--- config.mk ---
export PLATFORM = sky130hd
export DESIGN_NAME = hamming_enc
export DESIGN_NICKNAME = d
export VERILOG_FILES = /design/src/rtl/hamming_pkg.sv /design/src/rtl/hamming_fifo.sv /design/src/rtl/hamming_enc.sv
export SDC_FILE = /design/constraint.sdc
export NUM_CORES = 1
export LEC_CHECK = 0
export ABC_AREA = 1
export BUFFER_PORTS_ARGS = -buffer_cell sky130_fd_sc_hd__buf_2
export CAP_MARGIN = 30
export CORE_MARGIN = 1
export CORE_UTILIZATION = 50
export CTS_CLUSTER_DIAMETER = 30
export DETAILED_ROUTE_END_ITERATION = 7
export GPL_TIMING_DRIVEN = 0
export PLACE_DENSITY = 0.67
export REMOVE_ABC_BUFFERS = 1
export SYNTH_ARGS = -nofsm -noshare
export SYNTH_HDL_FRONTEND = slang
export SYNTH_HIERARCHICAL = 1
export SYNTH_SLANG_ARGS = --single-unit
export TNS_END_PERCENT = 5
--- constraint.sdc ---
create_clock -name clk -period 6.1 [get_ports clk]
set_input_delay 1.525 -clock clk [delete_from_list [all_inputs] [get_ports clk]]
set_output_delay 1.525 -clock clk [all_outputs]
set_load 0.01 [all_outputs]
--- src/rtl/hamming_pkg.sv ---
// Shared definitions for the Hamming (21,16) encoder/decoder pair.
//   CW_W / DATA_W   : codeword and data widths
//   PAR_IDX*        : codeword indices that carry parity bits
//   state_t         : encoder launch state machine states
//   ham_encode()    : maps 16 data bits into the 21-bit codeword and fills parity
package hamming_pkg;

  localparam int CW_W   = 21;
  localparam int DATA_W = 16;

  // Parity bits sit at power-of-two positions (1-based 1,2,4,8,16).
  localparam int PAR_IDX0 = 0;
  localparam int PAR_IDX1 = 1;
  localparam int PAR_IDX2 = 3;
  localparam int PAR_IDX3 = 7;
  localparam int PAR_IDX4 = 15;

  typedef enum logic [1:0] {
    IDLE = 2'd0,
    SEND = 2'd1,
    GAP  = 2'd2
  } state_t;

  function automatic logic [CW_W-1:0] ham_encode(input logic [DATA_W-1:0] d);
    logic [CW_W-1:0] cw;
    cw        = '0;
    cw[2]     = d[0];
    cw[6:4]   = d[3:1];
    cw[14:8]  = d[10:4];
    cw[20:16] = d[15:11];
    cw[PAR_IDX0] = cw[2] ^ cw[4] ^ cw[6] ^ cw[8] ^ cw[10] ^ cw[12] ^ cw[14]
                 ^ cw[16] ^ cw[18] ^ cw[20];
    cw[PAR_IDX1] = cw[2] ^ cw[5] ^ cw[6] ^ cw[9] ^ cw[10] ^ cw[13] ^ cw[14]
                 ^ cw[17] ^ cw[18];
    cw[PAR_IDX2] = cw[4] ^ cw[5] ^ cw[6] ^ cw[11] ^ cw[12] ^ cw[13] ^ cw[14]
                 ^ cw[19] ^ cw[20];
    cw[PAR_IDX3] = ^cw[14:8];
    cw[PAR_IDX4] = ^cw[20:16];
    return cw;
  endfunction

endpackage

--- src/rtl/hamming_fifo.sv ---
// Synchronous FIFO with asynchronous active-high reset.
//   clk, rst        : clock, async reset (empties the FIFO)
//   push, wrData    : write request and data (ignored while full)
//   pop, rdData     : read request (ignored while empty); rdData shows the head
//   full, empty     : occupancy flags
//   count           : occupancy, 0..DEPTH
module hamming_fifo #(
  parameter int WIDTH = 16,
  parameter int DEPTH = 4
) (
  input  logic                     clk,
  input  logic                     rst,
  input  logic                     push,
  input  logic [WIDTH-1:0]         wrData,
  input  logic                     pop,
  output logic [WIDTH-1:0]         rdData,
  output logic                     full,
  output logic                     empty,
  output logic [$clog2(DEPTH):0]   count
);

  localparam int AW = $clog2(DEPTH);
  localparam logic [AW-1:0] PTR_ONE  = 1;
  localparam logic [AW:0]   CNT_ONE  = 1;
  localparam logic [AW:0]   CNT_FULL = DEPTH[AW:0];

  logic [WIDTH-1:0] mem [DEPTH];
  logic [AW-1:0]    wrPtr;
  logic [AW-1:0]    rdPtr;
  logic             doPush;
  logic             doPop;

  assign full   = (count == CNT_FULL);
  assign empty  = (count == '0);
  assign doPush = push && !full;
  assign doPop  = pop && !empty;
  assign rdData = mem[rdPtr];

  // NOTE: storage is deliberately left out of reset; the pointers and count
  // define which entries are valid, so resetting the array only costs logic.
  always_ff @(posedge clk) begin
    if (doPush) mem[wrPtr] <= wrData;
  end

  // NOTE: sequential state uses non-blocking assignments so every register
  // samples pre-edge values regardless of statement order.
  always_ff @(posedge clk or posedge rst) begin
    if (rst) begin
      wrPtr <= '0;
      rdPtr <= '0;
      count <= '0;
    end else begin
      if (doPush) wrPtr <= wrPtr + PTR_ONE;
      if (doPop)  rdPtr <= rdPtr + PTR_ONE;
      // Pointers are exactly AW bits wide, so they wrap at DEPTH on their own.
      case ({doPush, doPop})
        2'b10:   count <= count + CNT_ONE;
        2'b01:   count <= count - CNT_ONE;
        default: count <= count;
      endcase
    end
  end

endmodule

--- src/rtl/hamming_enc.sv ---
// Hamming (21,16) encoder feeding the single-pulse decoder.
//   clk, rst        : clock, async active-high reset
//   iData, iValid   : input word, accepted when iValid && oReady
//   oReady          : input FIFO has space
//   oData, oValid   : codeword and its one-cycle launch pulse; oData holds
//                     until the next launch
//   iReady          : downstream may accept a launch (sampled in IDLE only)
//   iInjEn, iInjPos : invert codeword bit iInjPos on the next launch (<21 only)
//   oCount          : codewords emitted, wraps at 2^16
module hamming_enc
  import hamming_pkg::*;
#(
  parameter int FIFO_DEPTH = 4,
  parameter int GAP_CYCLES = 2
) (
  input  logic              clk,
  input  logic              rst,
  input  logic [DATA_W-1:0] iData,
  input  logic              iValid,
  output logic              oReady,
  output logic [CW_W-1:0]   oData,
  output logic              oValid,
  input  logic              iReady,
  input  logic              iInjEn,
  input  logic [4:0]        iInjPos,
  output logic [15:0]       oCount
);

  localparam int CNT_W = $clog2(FIFO_DEPTH) + 1;
  localparam int GW    = (GAP_CYCLES > 1) ? $clog2(GAP_CYCLES) : 1;
  localparam logic [CNT_W-1:0] CNT_DEPTH = FIFO_DEPTH[CNT_W-1:0];
  localparam logic [GW-1:0]    GAP_LOAD  = GW'(GAP_CYCLES - 1);
  localparam logic [GW-1:0]    GAP_ONE   = 1;
  localparam logic [4:0]       POS_LIMIT = 5'(CW_W);

  logic [DATA_W-1:0] headData;
  logic              fifoFull;
  logic              fifoEmpty;
  logic [CNT_W-1:0]  fifoCount;
  logic              push;
  logic              launch;

  state_t            state;
  state_t            stateNext;
  logic [GW-1:0]     gapCnt;
  logic [GW-1:0]     gapCntNext;
  logic              oValidNext;

  logic [CW_W-1:0]   headCw;
  logic [CW_W-1:0]   injMask;
  logic [CW_W-1:0]   launchCw;

  assign oReady = (fifoCount < CNT_DEPTH);
  assign push   = iValid && !fifoFull;

  hamming_fifo #(
    .WIDTH (DATA_W),
    .DEPTH (FIFO_DEPTH)
  ) uFifo (
    .clk    (clk),
    .rst    (rst),
    .push   (push),
    .wrData (iData),
    .pop    (launch),
    .rdData (headData),
    .full   (fifoFull),
    .empty  (fifoEmpty),
    .count  (fifoCount)
  );

  // Parity is formed on the clean word; the optional flip is applied after.
  assign headCw   = ham_encode(headData);
  assign injMask  = (iInjEn && (iInjPos < POS_LIMIT)) ? (CW_W'(1) << iInjPos) : '0;
  assign launchCw = headCw ^ injMask;

  // NOTE: every signal assigned here gets a default first, so no path can
  // leave one unassigned and infer a latch.
  always_comb begin
    stateNext  = state;
    gapCntNext = gapCnt;
    oValidNext = 1'b0;
    launch     = 1'b0;
    unique case (state)
      IDLE: begin
        if (!fifoEmpty && iReady) begin
          launch     = 1'b1;
          oValidNext = 1'b1;
          stateNext  = SEND;
        end
      end
      SEND: begin
        gapCntNext = GAP_LOAD;
        stateNext  = GAP;
      end
      GAP: begin
        if (gapCnt == '0) stateNext  = IDLE;
        else              gapCntNext = gapCnt - GAP_ONE;
      end
      default: stateNext = IDLE;
    endcase
  end

  always_ff @(posedge clk or posedge rst) begin
    if (rst) begin
      state  <= IDLE;
      gapCnt <= '0;
      oValid <= 1'b0;
      oData  <= '0;
      oCount <= '0;
    end else begin
      state  <= stateNext;
      gapCnt <= gapCntNext;
      oValid <= oValidNext;
      if (launch) begin
        oData  <= launchCw;
        oCount <= oCount + 16'd1;
      end
    end
  end

endmodule

==> results of run 1 <==
## logic make-up (layout without fill, tap and decap cells)
family	Yosys count	count (layout)	share of synthesized area (%)
xor+xnor	30	30	4.475
flops	112	112	53.19
fa+ha+maj	10	10	2.259
simple gates	342	342	24.59
compound gates	50	50	6.222
buf+inv	126	189	9.269
## synth_stat cells
library cell,count
nand3b_1,1
clkbuf_2,1
xor2_1,21
buf_2,8
dfrtp_1,48
buf_6,7
fa_1,1
ha_1,9
nand2_1,223
nand3_1,54
nand4_1,10
clkbuf_1,3
inv_2,4
nor2_4,1
nor3_1,3
a22o_1,1
nand3_2,3
xnor2_1,9
o21ai_2,1
nor2_1,42
o211ai_1,27
edfxtp_1,64
o211ai_2,5
o21bai_1,1
o21ai_0,13
nor2_2,3
nor3_4,1
nand3_4,1
a21oi_1,2
inv_1,101
buf_4,2
## layout by cell type (no fill, tap or decap), types with 2 or more instances in the layout
cell	n
nand2_1	223
inv_1	100
buf_2	64
edfxtp_1	64
nand3_1	54
dfrtp_1	48
nor2_1	38
o211ai_1	27
xor2_1	21
o21ai_0	13
nand4_1	10
xnor2_1	9
ha_1	9
clkbuf_16	9
nor2_2	7
inv_2	5
o211ai_2	5
nand3_2	3
nor3_1	3
a21oi_1	2
clkinv_8	2
inv_8	2
buf_8	2
## metrics by stage
stage | power (mW) | setup WS [ns] | hold WS, ns
global route | 3.665 | 2.191 | 0.5068
finish | 3.327 | 2.490 | 0.4773
floorplan | 2.295 | 2.726 | 0.4663
global placement | 2.658 | 2.127 | 0.4589
CTS | 3.349 | 2.455 | 0.4848
detailed placement | 2.733 | 2.069 | 0.4626
## power breakdown
part	switching (mW)	total [mW]	internal, mW
logic	1.03	1.58	0.543
clock network	0.312	0.610	0.298
registers	0.122	1.14	1.02
total	1.47	3.33	1.86
## metal layers
layer	up-vias	routed length, um	track usage [%]
met5	-	0	0
met4	0	199	7.613
met3	12	500	4.174
met2	86	5288	31.99
met1	1996	5249	27.22
li1	2264	-	-
## flip-flops by register name, summed over array words and instances (netlist names)
| signal | flops |
|---|---|
| oCount | 16 |
| uFifo/wrPtr | 2 |
| oData | 21 |
| uFifo/mem | 64 |
| uFifo/rdPtr | 2 |
| gapCnt | 1 |
| oValid | 1 |
| uFifo/count | 3 |
| state | 2 |
## layout make-up
class / count / share of cell area, %
clock inverters: 7 / 1.345
clock buffers: 9 / 3.409
flip-flops and latches: 112 / 47.27
repair buffers: 68 / 5.777
inverters: 105 / 5.966
well taps: 143 / 2.708
multi-input cells: 432 / 33.52
## final timing paths
path | to | slack, ns
max | uFifo/count[2] | 2.49
min | oData[11] | 0.48
max reg2reg | uFifo/count[2] | 2.95
min reg2reg | oData[11] | 0.48
max in group asynchronous | oCount[7] | 4.25
min in group asynchronous | uFifo/count[2] | 1.09
## critical path, cell delays in order
cell     delay, ns
buf_2         0.11
nand3_4       0.36
inv_1         0.73
nand2_1       0.15
inv_1         0.09
ha_1          0.16
inv_1         0.07
fa_1          0.39
nand2_1       0.10
nand3_1       0.07
nand2_1       0.05
nand2_1       0.04
==> results.json, run 1 <==
{
  "power_density_mw_per_mm2": 503.5,
  "fin_nets": 764,
  "cp.required_ns": 6.36,
  "multi_input_area_mm2": 0.002215,
  "fill_cells": 1013,
  "grt_max_degree": 66,
  "cts_buffers": 9,
  "startpoint_type": "primary input",
  "finalSetupViolCount": 0,
  "critPathKind": "primary input to flip-flop",
  "drtPass1Iterations": 4,
  "regArea_mm2": 0.003123,
  "post_cts_buffers": 0,
  "rr_worst_depth": 15,
  "first_global_vias": 3757,
  "io_buffers": 64,
  "cp_max_fo": 41,
  "fmax_mhz": 277.0,
  "max_slew_margin_pct": 30.67,
  "viasPerCell": 4.975,
  "finalSetupTns_ns": 0,
  "postRouteAntennaNets": 0,
  "yosysSeqAreaShare_pct": 53.19,
  "power.leakage_nw": 3.288,
  "final_hold_viol_count": 0,
  "dpl_cell_area_mm2": 0.006272,
  "slew_viol_final": 0,
  "status": "complete, no violations",
  "cts_max_path_buffers": 2,
  "skew_ns": 0.01603,
  "hold_depth": 2,
  "htree_levels": 3,
  "rsz0062_at_grt": "no",
  "antenna_found_initial": 0,
  "remaining_drc_errors": 0,
  "drt_wl_total_um": 11240,
  "worst_pin_slew_ns": 1.039,
  "synth_cell_types": 31,
  "period_needed_ns": 3.610,
  "stdcell_area_mm2": 0.006606,
  "drive_gt1_share_pct": 14.73,
  "cts.reportedPaths.clkPinSlew_ns": 0.08,
  "cts_root_buffer": "clkbuf_16",
  "hpwl_um": 7956,
  "ir_worst_vdd_mv": 0.2449,
  "crit_path_start": "iReady",
  "num_vias": 4358,
  "avgSynthCellArea_um2": 8.764,
  "cts_sinks": 112,
  "finalCritPeriodShare_pct": 59.18,
  "yosysWarnings": 6,
  "utilization_pct": 57.86,
  "ios": 65,
  "wl_per_cell_um": 12.83,
  "stdcell_count": 876,
  "initial_core_util_pct": 51.42,
  "arrival_ns": 3.87,
  "endpoint_kind": "flip-flop",
  "n_antenna_cell": 0,
  "grt_pass1_wl_um": 18190,
  "grt_usage_pct": 20.16,
  "min_from": "oData[11]",
  "netlist_area_mm2": 0.005872,
  "clkLatencyLatePin_ns": 0.37,
  "drv_cap": 0,
  "synth_top_cell_by_area": "edfxtp_1",
  "cts_tree": "yes",
  "place.gp.congestion": 0.8860,
  "grt.overflow.total": 0,
  "drt_iter0_drc": 300,
  "cts_resized": 0,
  "synth.area.top_cells": "edfxtp_1, dfrtp_1, nand2_1, inv_1, nand3_1",
  "r2r-start": "uFifo/count[2]",
  "die_h_um": 110.4,
  "yosysTopAreaCellShare_pct": 32.73,
  "synthCells": 670,
  "synth-seq-cells": 112,
  "fp-row-count": 39,
  "syn2layout_area_growth_pct": 12.51,
  "cts_hold_repair.buffers": 0,
  "core_area_mm2": 0.01142,
  "min_path_type": "flip-flop to flip-flop",
  "design.die.area_mm2": 0.01218,
  "chipWidth_um": 110.4,
  "placedCellCount": 859
}
Power figures use the tool's default switching activity.
==> run 2, diff against run 1 <==
==> constraint.sdc (replaced) <==
create_clock -name clk -period 3.33 [get_ports clk]
set_input_delay 0.8325 -clock clk [delete_from_list [all_inputs] [get_ports clk]]
set_output_delay 0.8325 -clock clk [all_outputs]
set_load 0.01 [all_outputs]
==> run 2 against run 1 <==
Net effect: die area stayed put; clock power is 84% higher; setup slack got worse by 2.1 ns; utilization barely moved; power rose by 83%; global-route usage stayed put; largest power group unchanged.
==> results.json, run 2 (synthesized netlist as in run 1, its figures left out) <==
{
  "core_area_mm2": 0.01142,
  "drive_gt1_share_pct": 14.87,
  "power_density_mw_per_mm2": 922.5,
  "critPathKind": "flip-flop to flip-flop",
  "fp-row-count": 39,
  "status": "complete, no violations",
  "worst_pin_slew_ns": 1.028,
  "stdcell_area_mm2": 0.006610,
  "fill_cells": 1013,
  "largest_register": "uFifo/mem",
  "arrival_ns": 3.21,
  "htree_levels": 3,
  "hpwl_um": 7956,
  "drt_iter0_drc": 300,
  "cts_hold_repair.buffers": 0,
  "regArea_mm2": 0.003123,
  "grt.overflow.total": 0,
  "dpl_cell_area_mm2": 0.006272,
  "grt_pass1_wl_um": 18190,
  "drt_wl_total_um": 11230,
  "cts_tree": "yes",
  "cp_max_fo": 41,
  "wl_per_cell_um": 12.82,
  "cts.reportedPaths.clkPinSlew_ns": 0.08,
  "cts_sinks": 112,
  "grt_usage_pct": 20.16,
  "power.leakage_nw": 3.280,
  "startpoint_type": "flip-flop",
  "drv_cap": 0,
  "r2r_slack_ns": 0.41,
  "io_buffers": 64,
  "max_slew_margin_pct": 31.41,
  "final_hold_viol_count": 0,
  "initial_core_util_pct": 51.42,
  "rr_worst_depth": 12,
  "multi_input_area_mm2": 0.002215,
  "cp_common_cell": "inv_1",
  "first_global_vias": 3757,
  "period_needed_ns": 2.919,
  "place.gp.congestion": 0.8860,
  "die_h_um": 110.4,
  "cts_max_path_buffers": 2,
  "endpoint_kind": "flip-flop",
  "n_antenna_cell": 0,
  "worstReg2RegEnd": "uFifo/count[1]",
  "remaining_drc_errors": 0,
  "cts_root_buffer": "clkbuf_16",
  "cp_cell_sequence": "inv_1 -> nand3_1 -> inv_1 -> inv_1 -> nand3_4 -> clkinvlp_4 -> nand2_1 -> inv_1 -> ha_1 -> inv_1 -> fa_1 -> o21ai_0",
  "grt_max_degree": 66,
  "cp_slowest_cell": "clkinvlp_4",
  "syn2layout_area_growth_pct": 12.57,
  "ios": 65,
  "min_path_type": "primary input to asynchronous set/reset pin",
  "chipWidth_um": 110.4,
  "cts_buffers": 9,
  "drtPass1Iterations": 4,
  "reg_top3": "uFifo/mem: 64 flops, oData: 21 flops, oCount: 16 flops",
  "dp_slack_ns": -0.008534,
  "finalCritPeriodShare_pct": 87.65,
  "final_common_cell": "nand2_1",
  "design.die.area_mm2": 0.01218,
  "viasPerCell": 4.987,
  "clkLatencyLatePin_ns": 0.37,
  "path_delay_family": "buffers and inverters",
  "crit_path_start": "uFifo/count[2]",
  "slew_viol_final": 0,
  "postRouteAntennaNets": 0,
  "largest_reg_flops": 64,
  "fmax_mhz": 342.6,
  "critPathBufInv": 6,
  "cp.required_ns": 3.62,
  "r2r-start": "uFifo/count[2]",
  "cpPeakStageDelay_ns": 0.53,
  "skew_ns": 0.01604,
  "utilization_pct": 57.89,
  "fin_ws_ns": 0.4113,
  "ir_worst_vdd_mv": 0.4484,
  "finalSetupViolCount": 0,
  "antenna_found_initial": 0,
  "rsz0062_at_grt": "no",
  "num_vias": 4369,
  "final_cell_mix": "nand2_1, inv_1, buf_2, edfxtp_1, nand3_1",
  "fin_nets": 764
}
[run 2: final cells by class]
cell class | count | share of cell area, %
multi-input cells | 432 | 33.50
clock inverters | 7 | 1.344
repair buffers | 68 | 5.773
clock buffers | 9 | 3.407
flip-flops and latches | 112 | 47.25
inverters | 105 | 6.019
well taps | 143 | 2.707
[run 2: where the power goes]
part | leakage [nW] | switching [mW] | internal [mW]
clock network | 0.153 | 0.574 | 0.546
logic | 1.93 | 1.89 | 0.996
registers | 1.20 | 0.223 | 1.87
[run 2: metal layers]
layer | track usage, % | share of wire [%] | up-vias
li1 | - | - | 2264
met1 | 27.22 | 47 | 2006
met2 | 31.99 | 47 | 89
met3 | 4.174 | 4.5 | 10
met4 | 7.613 | 1.7 | 0
met5 | 0 | 0 | -
[run 2: how the worst max path moves through the flow]
| stage | endpoint | slack [ns] | cells after the start |
|---|---|---|---|
| final | uFifo/count[1] | 0.41 | 12 |
| after global routing | uFifo/count[1] | 0.06 | 12 |
| after CTS | uFifo/count[2] | 0.13 | 15 |
| after detailed placement | uFifo/count[2] | -0.009 | 12 |
| after global placement | uFifo/count[2] | 0.05 | 12 |
| after floorplan | uFifo/count[2] | 0.65 | 11 |
[run 2: what timing repair did]
item                                    CTS  global route
endpoints found under the setup margin    0             2
buffers inserted                          0             0
resized for setup                         0             1
[run 2: stage by stage]
stage / setup TNS, ns / hold WS, ns / std cells / power, mW
after floorplan: 0 / 0.4663 / 649 / 4.204
after global placement: 0 / 0.4589 / 856 / 4.868
after detailed placement: -0.008534 / 0.4626 / 859 / 5.006
after CTS: 0 / 0.3966 / 875 / 6.135
after global routing: 0 / 0.4398 / 876 / 6.715
final: 0 / 0.4017 / 876 / 6.098
